File: config.mk
export PLATFORM = sky130hd
export DESIGN_NAME = dmem_arbiter
export DESIGN_NICKNAME = d
export VERILOG_FILES = /design/src/rtl/dmem_arbiter.sv
export SDC_FILE = /design/constraint.sdc
export NUM_CORES = 1
export LEC_CHECK = 0
export ABC_CLOCK_PERIOD_IN_PS = 11100
export BUFFER_PORTS_ARGS = -buffer_cell sky130_fd_sc_hd__buf_2
export CORE_AREA = 10 10 219 221
export CTS_CLUSTER_DIAMETER = 200
export DETAILED_ROUTE_END_ITERATION = 8
export DIE_AREA = 0 0 229 231
export PLACE_DENSITY = 0.49
export SYNTH_ARGS = -nofsm -noshare
export SYNTH_HDL_FRONTEND = slang
export SYNTH_SLANG_ARGS = --single-unit
File: constraint.sdc
create_clock -name clk -period 11.1 [get_ports clk]
set_input_delay 0 -clock clk [delete_from_list [all_inputs] [get_ports clk]]
set_output_delay 0 -clock clk [all_outputs]
set_load 0.01 [all_outputs]
File: src/rtl/dmem_arbiter.sv
// dmem_arbiter: two-port arbiter in front of one shared data memory.
// Each access holds the memory controls for MEM_LAT cycles, then acks.
// Ports: clk, reset (async, active high); per port reqN/weN/addrN/wdataN
// in, gntN/ackN/rdataN out; mem_addr/mem_wdata/mem_read/mem_write out,
// mem_rdata in; busy out (high whenever the FSM is not idle).
// Build option: define ARB_FIXED_PRIO_EN for fixed priority (port 0
// wins ties); otherwise ties alternate via a round-robin pointer.
module dmem_arbiter #(
  parameter int ADDR_W  = 64,
  parameter int DATA_W  = 64,
  parameter int MEM_LAT = 2
) (
  input  logic              clk,
  input  logic              reset,
  input  logic              req0,
  input  logic              req1,
  input  logic              we0,
  input  logic              we1,
  input  logic [ADDR_W-1:0] addr0,
  input  logic [ADDR_W-1:0] addr1,
  input  logic [DATA_W-1:0] wdata0,
  input  logic [DATA_W-1:0] wdata1,
  output logic              gnt0,
  output logic              gnt1,
  output logic              ack0,
  output logic              ack1,
  output logic [DATA_W-1:0] rdata0,
  output logic [DATA_W-1:0] rdata1,
  output logic [ADDR_W-1:0] mem_addr,
  output logic [DATA_W-1:0] mem_wdata,
  output logic              mem_read,
  output logic              mem_write,
  input  logic [DATA_W-1:0] mem_rdata,
  output logic              busy
);

  typedef enum logic [1:0] {
    IDLE,
    BUSY,
    DONE
  } state_t;

  localparam logic [3:0] LAT_M1 = 4'(MEM_LAT - 1);

  state_t            state_q, state_d;
  logic [3:0]        cnt_q, cnt_d;
  logic              win_q, win_d;
  logic              we_q, we_d;
  logic [ADDR_W-1:0] addr_q, addr_d;
  logic [DATA_W-1:0] wdata_q, wdata_d;
  logic [DATA_W-1:0] rdata0_q, rdata0_d;
  logic [DATA_W-1:0] rdata1_q, rdata1_d;
  logic [DATA_W-1:0] res;
  logic              pick;
  logic              first;

`ifdef ARB_FIXED_PRIO_EN
  assign pick = ~req0;
`else
  // last_q = 1 means port 1 was granted last; a tie goes to the other.
  logic last_q, last_d;

  assign pick = (req0 & req1) ? ~last_q : req1;

  always_ff @(posedge clk or posedge reset) begin
    if (reset) last_q <= 1'b1;
    else       last_q <= last_d;
  end

  always_comb begin
    last_d = last_q;
    if (state_q == IDLE && (req0 | req1)) last_d = pick;
  end
`endif

  // Writes return zero on the acked port's rdata.
  assign res = we_q ? '0 : mem_rdata;

  always_comb begin
    state_d  = state_q;
    cnt_d    = cnt_q;
    win_d    = win_q;
    we_d     = we_q;
    addr_d   = addr_q;
    wdata_d  = wdata_q;
    rdata0_d = rdata0_q;
    rdata1_d = rdata1_q;
    unique case (state_q)
      IDLE: begin
        if (req0 | req1) begin
          state_d = BUSY;
          win_d   = pick;
          we_d    = pick ? we1 : we0;
          addr_d  = pick ? addr1 : addr0;
          wdata_d = pick ? wdata1 : wdata0;
          cnt_d   = LAT_M1;
        end
      end
      BUSY: begin
        if (cnt_q == 4'd0) begin
          state_d = DONE;
          if (win_q) rdata1_d = res;
          else       rdata0_d = res;
        end else begin
          cnt_d = cnt_q - 4'd1;
        end
      end
      DONE: state_d = IDLE;
      default: state_d = IDLE;
    endcase
  end

  always_ff @(posedge clk or posedge reset) begin
    if (reset) begin
      state_q  <= IDLE;
      cnt_q    <= '0;
      win_q    <= 1'b0;
      we_q     <= 1'b0;
      addr_q   <= '0;
      wdata_q  <= '0;
      rdata0_q <= '0;
      rdata1_q <= '0;
    end else begin
      state_q  <= state_d;
      cnt_q    <= cnt_d;
      win_q    <= win_d;
      we_q     <= we_d;
      addr_q   <= addr_d;
      wdata_q  <= wdata_d;
      rdata0_q <= rdata0_d;
      rdata1_q <= rdata1_d;
    end
  end

  // The counter is loaded with MEM_LAT-1, so that value marks BUSY cycle 1.
  assign first     = (state_q == BUSY) && (cnt_q == LAT_M1);
  assign gnt0      = first & ~win_q;
  assign gnt1      = first & win_q;
  assign ack0      = (state_q == DONE) & ~win_q;
  assign ack1      = (state_q == DONE) & win_q;
  assign mem_read  = (state_q == BUSY) & ~we_q;
  assign mem_write = first & we_q;
  assign mem_addr  = addr_q;
  assign mem_wdata = wdata_q;
  assign rdata0    = rdata0_q;
  assign rdata1    = rdata1_q;
  assign busy      = (state_q != IDLE);

endmodule

Yosys cells after proc, flatten, opt, wreduce, memory -nomap -nowiden. Index checks and enable logic that the tools add are counted.

$add $sub $neg: 1. Equality and inequality tests: 6. Reduce and logical (&&, ||, !) cells: 11. Bitwise gates (word level): 11. Muxes and demuxes: 11.

Operators with widths (number): 64-bit two-way mux (3); 3-bit AND reduction (3); 4-bit two-way mux (2); 4-bit one-hot mux with 2 select lines (1); 1-bit AND (7); 4-bit by 1-bit equality test with 1-bit output, second input constant (1); 4-bit logical NOT (1); 2-bit two-way mux (2); 2-bit != test, second input constant (2); 2-bit one-hot mux with 2 select lines (1); 2-bit AND reduction (2); 2-bit nonzero test (2); 4-bit by 1-bit subtractor with 4-bit output, second input constant (1); 1-bit NOT (3); 2-bit by 1-bit equality test with 1-bit output, second input constant (1); 2-bit equality test, second input constant (1); 1-bit logical AND (2); 2-bit logical NOT (1); 1-bit two-way mux (2); 2-bit by 1-bit != test with 1-bit output, second input constant (1); 1-bit bitwise OR (1).

Bits of input ports: 326. Output and inout bits: 263. Bits in registers: 265.

Depth between registers and ports, before layout.
Depth in word-level cells: 3. Mapped depth: 7. Depth with buffers taken out: 5.

Least setup slack after synthesis. Ideal clock, no wire load.

Path kind: reg2reg. Start: reg cnt_q[0]. End: reg rdata0_q[0], in the netlist rdata0[0]. Arrival time: 1854 ps. Clock period less this slack: 1979 ps. Slack: 9121 ps. Stages on the path, launching flop included: 8. Required time: 10975 ps. Library setup time: 125 ps. Path through: dfrtp_1 inv_1 ha_1 nor3b_4 or3b_1 buf_6 buf_12 mux2_4.

Cells in the longest elaborated chain, start to end: 2.

Ends and longest elaborated chain: from (decl) (line 46) `logic [3:0] cnt_q, cnt_d;`; from (signal assigned) (line 125) `cnt_q <= cnt_d;`; 4-bit logical NOT (line 100) `if (cnt_q == 4'd0) begin`; 3-bit AND reduction (no source line); to (signal assigned) (line 130) `rdata0_q <= rdata0_d;`; to (decl) (line 51) `logic [DATA_W-1:0] rdata0_q, rdata0_d;`.

No other way between the ends. A chain may end at the register's enable or synchronous reset.

Worst setup path in the final report.
Start: in req0. End: reg wdata_q[22], in the netlist mem_wdata[22].

Cells in the longest elaborated chain, start to end: 3. Elaborated cells between the ends (all ways): 5. Classes of those cells: 2 x mux; 2 x bitwise; 1 x reduce/logical.

Ends and longest elaborated chain: from (decl) (line 15) `input logic req0,`; 1-bit AND (line 63) `assign pick = (req0 & req1) ? ~last_q : req1;`; 1-bit two-way mux (line 63); 64-bit two-way mux (line 95) `wdata_d = pick ? wdata1 : wdata0;`; to (signal assigned) (line 129) `wdata_q <= wdata_d;`; to (decl) (line 50) `logic [DATA_W-1:0] wdata_q, wdata_d;`.

Several ways; a longest one is shown, not always the timed one.

==> results.md <==
- Via count: 12083
- Starting density of the core: between 20% and 30%
- Post-Synth Simple-Gate Area: about 13%
- Max incr delay on CP: just over 800 ps
- Most common cell after layout, fill and taps aside: sky130_fd_sc_hd__buf_2
- Number of clock buffers inserted by TritonCTS: 34
- DR WL/cell: about 20 um
- Number of global-route vias before repair: 13056
- Sequential element share of the synthesized area: between 50% and 60%
- Clock tree sinks: between 200 and 300
- Fraction of power consumed by the clock network: 20.5%
- Cell Area, Placed: roughly 15000 um2
- Top cells by area in the synthesized netlist: sky130_fd_sc_hd__dfrtp_1, sky130_fd_sc_hd__nand2_1, sky130_fd_sc_hd__mux2_4, sky130_fd_sc_hd__a31oi_1, sky130_fd_sc_hd__mux2_2
- P_leak: a little under 10 nW
- Class of the tightest hold or removal check: input port to flop
- Final worst path period need: roughly 3200 ps
- Combinational share of power: roughly half
- Final setup violating endpoints: 0
- Most frequently used flop master after synthesis: sky130_fd_sc_hd__dfrtp_1
- Combined global-route utilization of all metal layers: roughly 19%
- Horizontal die dimension: between 200 and 250 um
- FF+latch area: roughly 6600 um2
- Quantity of I/O buffers inserted on ports: between 500 and 600
- Core area: approximately 44000 um2
- Die ar.: ~53000 um2
- Measured slew at the worst slew-check pin: 1170 ps
- Async S/R FF share, synth: 100%
- Pwr Density: ~270 nW/um2
- Reg power frac: a little under a third
- RSZ-0062 raised after global routing: false
- Crit Path Class: input port to flop
- Antenna violation net count after detailed routing: 0
- Number of instances in the synthesized netlist: around 1100
- Run status: complete, no violations
- Worst path cell trace: dlygate4sd3_1, buf_2, or2_4, and2_4, buf_4, a31oi_1, dlygate4sd3_1
- Post-layout instance area: a little under 20000 um2
- Count of hold buffers inserted by post-cts repair: 323
- Longest Clk Path Bufs: 3
- Dominant combinational cell family by area after synthesis: multiplexers
- Data required time of the worst path: 11500 ps
- Number of different library cells in the post-synthesis netlist: 37
- DR pass1 iterations: 5
- Multi-input gate area in the final layout: just under 5000 um2
- Clock tree from TritonCTS: done
- #FFs+latches synth: 265
- Top-Level Pins: 589
- Switching part of the total: 37.0%
- Post-detailed-route via-to-cell ratio: between 4 and 5
- Final clock period utilization by the worst path: between 20% and 30%
- Root buffer selected by CTS: sky130_fd_sc_hd__clkbuf_16
- Share of synthesized area spent on multiplexers: between 10 and 15%
- HPWL after detailed placement: about 36000 um
- Syn Std Cell Area: between 10000 and 15000 um2
- First-iteration detailed-routing DRC count: roughly 660
- Max transition margin: 21.7%
- Number of antenna violations at the first check in global routing: 13
- Grt ovf: 0
- Number of setup buffers added after CTS: 0
- Cell type with the highest aggregate area in the netlist: sky130_fd_sc_hd__dfrtp_1
- Setup clock skew after layout: about 14 ps
- Number of gates resized after CTS: 0
- # fillers: roughly 4200
- TNS Setup: 0 ps
- Max rail drop VDD: roughly 0.00016 V
- Top-area cell type share of the netlist area: between 50% and 60%
- Final hold violation count: 0
- Layout cell share with drive strength beyond 1: around two fifths
- Clock edge transition at the registers on the reported setup and hold paths: 60 ps
- Highest attainable clock frequency: ~310 MHz
- Number of enable-type register cells in the synthesized netlist: 0
- Number of slew-limit violations in the final report: 0
- Switch Pwr: just under 2 mW
- Arrival time of data at the critical path endpoint: roughly 3600 ps
- Post-Synth XOR/XNOR Area: 0%
- Max-cap check violation count: 0
- Post-synthesis adder-cell area fraction: less than 1%
- Critical path endpoint category: flop
- Slowest cell on the critical path: sky130_fd_sc_hd__buf_4
- Setup crit start kind: input port
- Most frequent cell on the critical path: sky130_fd_sc_hd__dlygate4sd3_1
- Fin nets: 2303
- Skew-Pair Late Insertion Delay: 530 ps
- Reg-to-reg slack, setup: 7980 ps
- Synth Area in Compound Gates: 12.9%
- Number of rows created at floorplan: 77
- Internal power of the cells: 3.38 mW
- Pin count of the biggest net entering global routing: 127
- Area growth, synth to finish: 64.7%
- First-pass GRT wire length: slightly above 80000 um
- Final core utilization: 44.9%
- Routability congestion estimate: just over 0.8
- Fin Hold WS: 24.5 ps
- Total Routed Length: ~53000 um
- H-tree depth: 2
- Nets in the synthesized netlist: ~1400
- Post-Syn Area per Cell: about 11 um2
- Warning count from the yosys run: 0
- Floorplan die height: between 200 and 250 um
- Non-filler instance count after layout: 2600
- Worst Path Max Fanout: 89
- Commonest non-fill, non-tap cells in the layout: sky130_fd_sc_hd__buf_2, sky130_fd_sc_hd__dlygate4sd3_1, sky130_fd_sc_hd__dfrtp_1
- # placed instances: approximately 2200
- DRC violations left: 0
state kept, by name (all words and copies together), names as in the netlist:
register   count
mem_addr      64
mem_wdata     64
rdata1        64
rdata0        64
last_q         1
we_q           1
cnt_q          4
state_q        2
win_q          1
final timing paths:
kind,start,endpoint,cells past startpoint
hold / removal,mem_rdata[49],rdata0[49],3
min in group asynchronous,reset,mem_wdata[13],3
setup / recovery,req0,mem_wdata[22],7
max in group asynchronous,reset,we_q,4
hold reg to reg,rdata1[18],rdata1[18],1
setup reg to reg,state_q[0],mem_addr[62],6
power groups by stage:
stage	clock network, mW	registers (mW)	logic, mW
floorplan	0	1.84	1.04
global placement	0	1.66	2.07
detailed placement	0	1.67	2.08
CTS	1.14	1.66	2.60
global route	1.18	1.72	2.83
finish	1.10	1.67	2.60
Yosys cell counts (2+ instances only):
library cell               number
sky130_fd_sc_hd__clkbuf_1      60
sky130_fd_sc_hd__mux2_2        68
sky130_fd_sc_hd__a21oi_1      131
sky130_fd_sc_hd__a31oi_1      130
sky130_fd_sc_hd__o21ai_0        2
sky130_fd_sc_hd__a22o_1         2
sky130_fd_sc_hd__dfrtp_1      264
sky130_fd_sc_hd__buf_12         6
sky130_fd_sc_hd__and2_1         4
sky130_fd_sc_hd__buf_2         26
sky130_fd_sc_hd__mux2_4        60
sky130_fd_sc_hd__nor2_1         3
sky130_fd_sc_hd__ha_1           2
sky130_fd_sc_hd__nor2b_1       66
sky130_fd_sc_hd__inv_1          5
sky130_fd_sc_hd__nand2_1      259
routing by layer:
layer  vias up  share of wire (%)  wire [um]  GRT usage (%)
li1       5593                  -          -              -
met1      5882                 39      21000           22.3
met2       513                 49      26000           32.0
met3        93                8.6       4580           7.13
met4         2                3.2       1690           7.78
met5         -              0.024         13              0
worst max-delay path: cells and delay by family:
kind | cells | cell delay [ps]
and+or+nand+nor | 2 | 1100
AOI/OAI and AO/OA | 1 | 180
buffers and inverters | 4 | 2130
per-stage QoR:
step | total power [mW] | worst slack [ps]
after floorplan | 2.88 | 3800
after global placement | 3.73 | 8380
after detailed placement | 3.75 | 8340
after CTS | 5.40 | 7950
after global routing | 5.72 | 7700
final | 5.37 | 7860
final cells by class:
type,instances,share of cell area [%]
Clock inverter,7,0.236
Antenna cell,10,0.128
Multi-Input combinational cell,746,24.5
Tap cell,592,3.78
Clock buffer,52,5.47
Inverter,5,0.134
Timing Repair Buffer,923,31.9
Sequential cell,265,33.8
logic make-up after synthesis:
kind of cell	Yosys count
AO/OA/AOI/OAI	270
adder cells (fa/ha/maj)	2
buffers and inverters	98
flip-flops	265
multiplexers	129
AND/OR/NAND/NOR	345
Power figures use the tool's default switching activity.
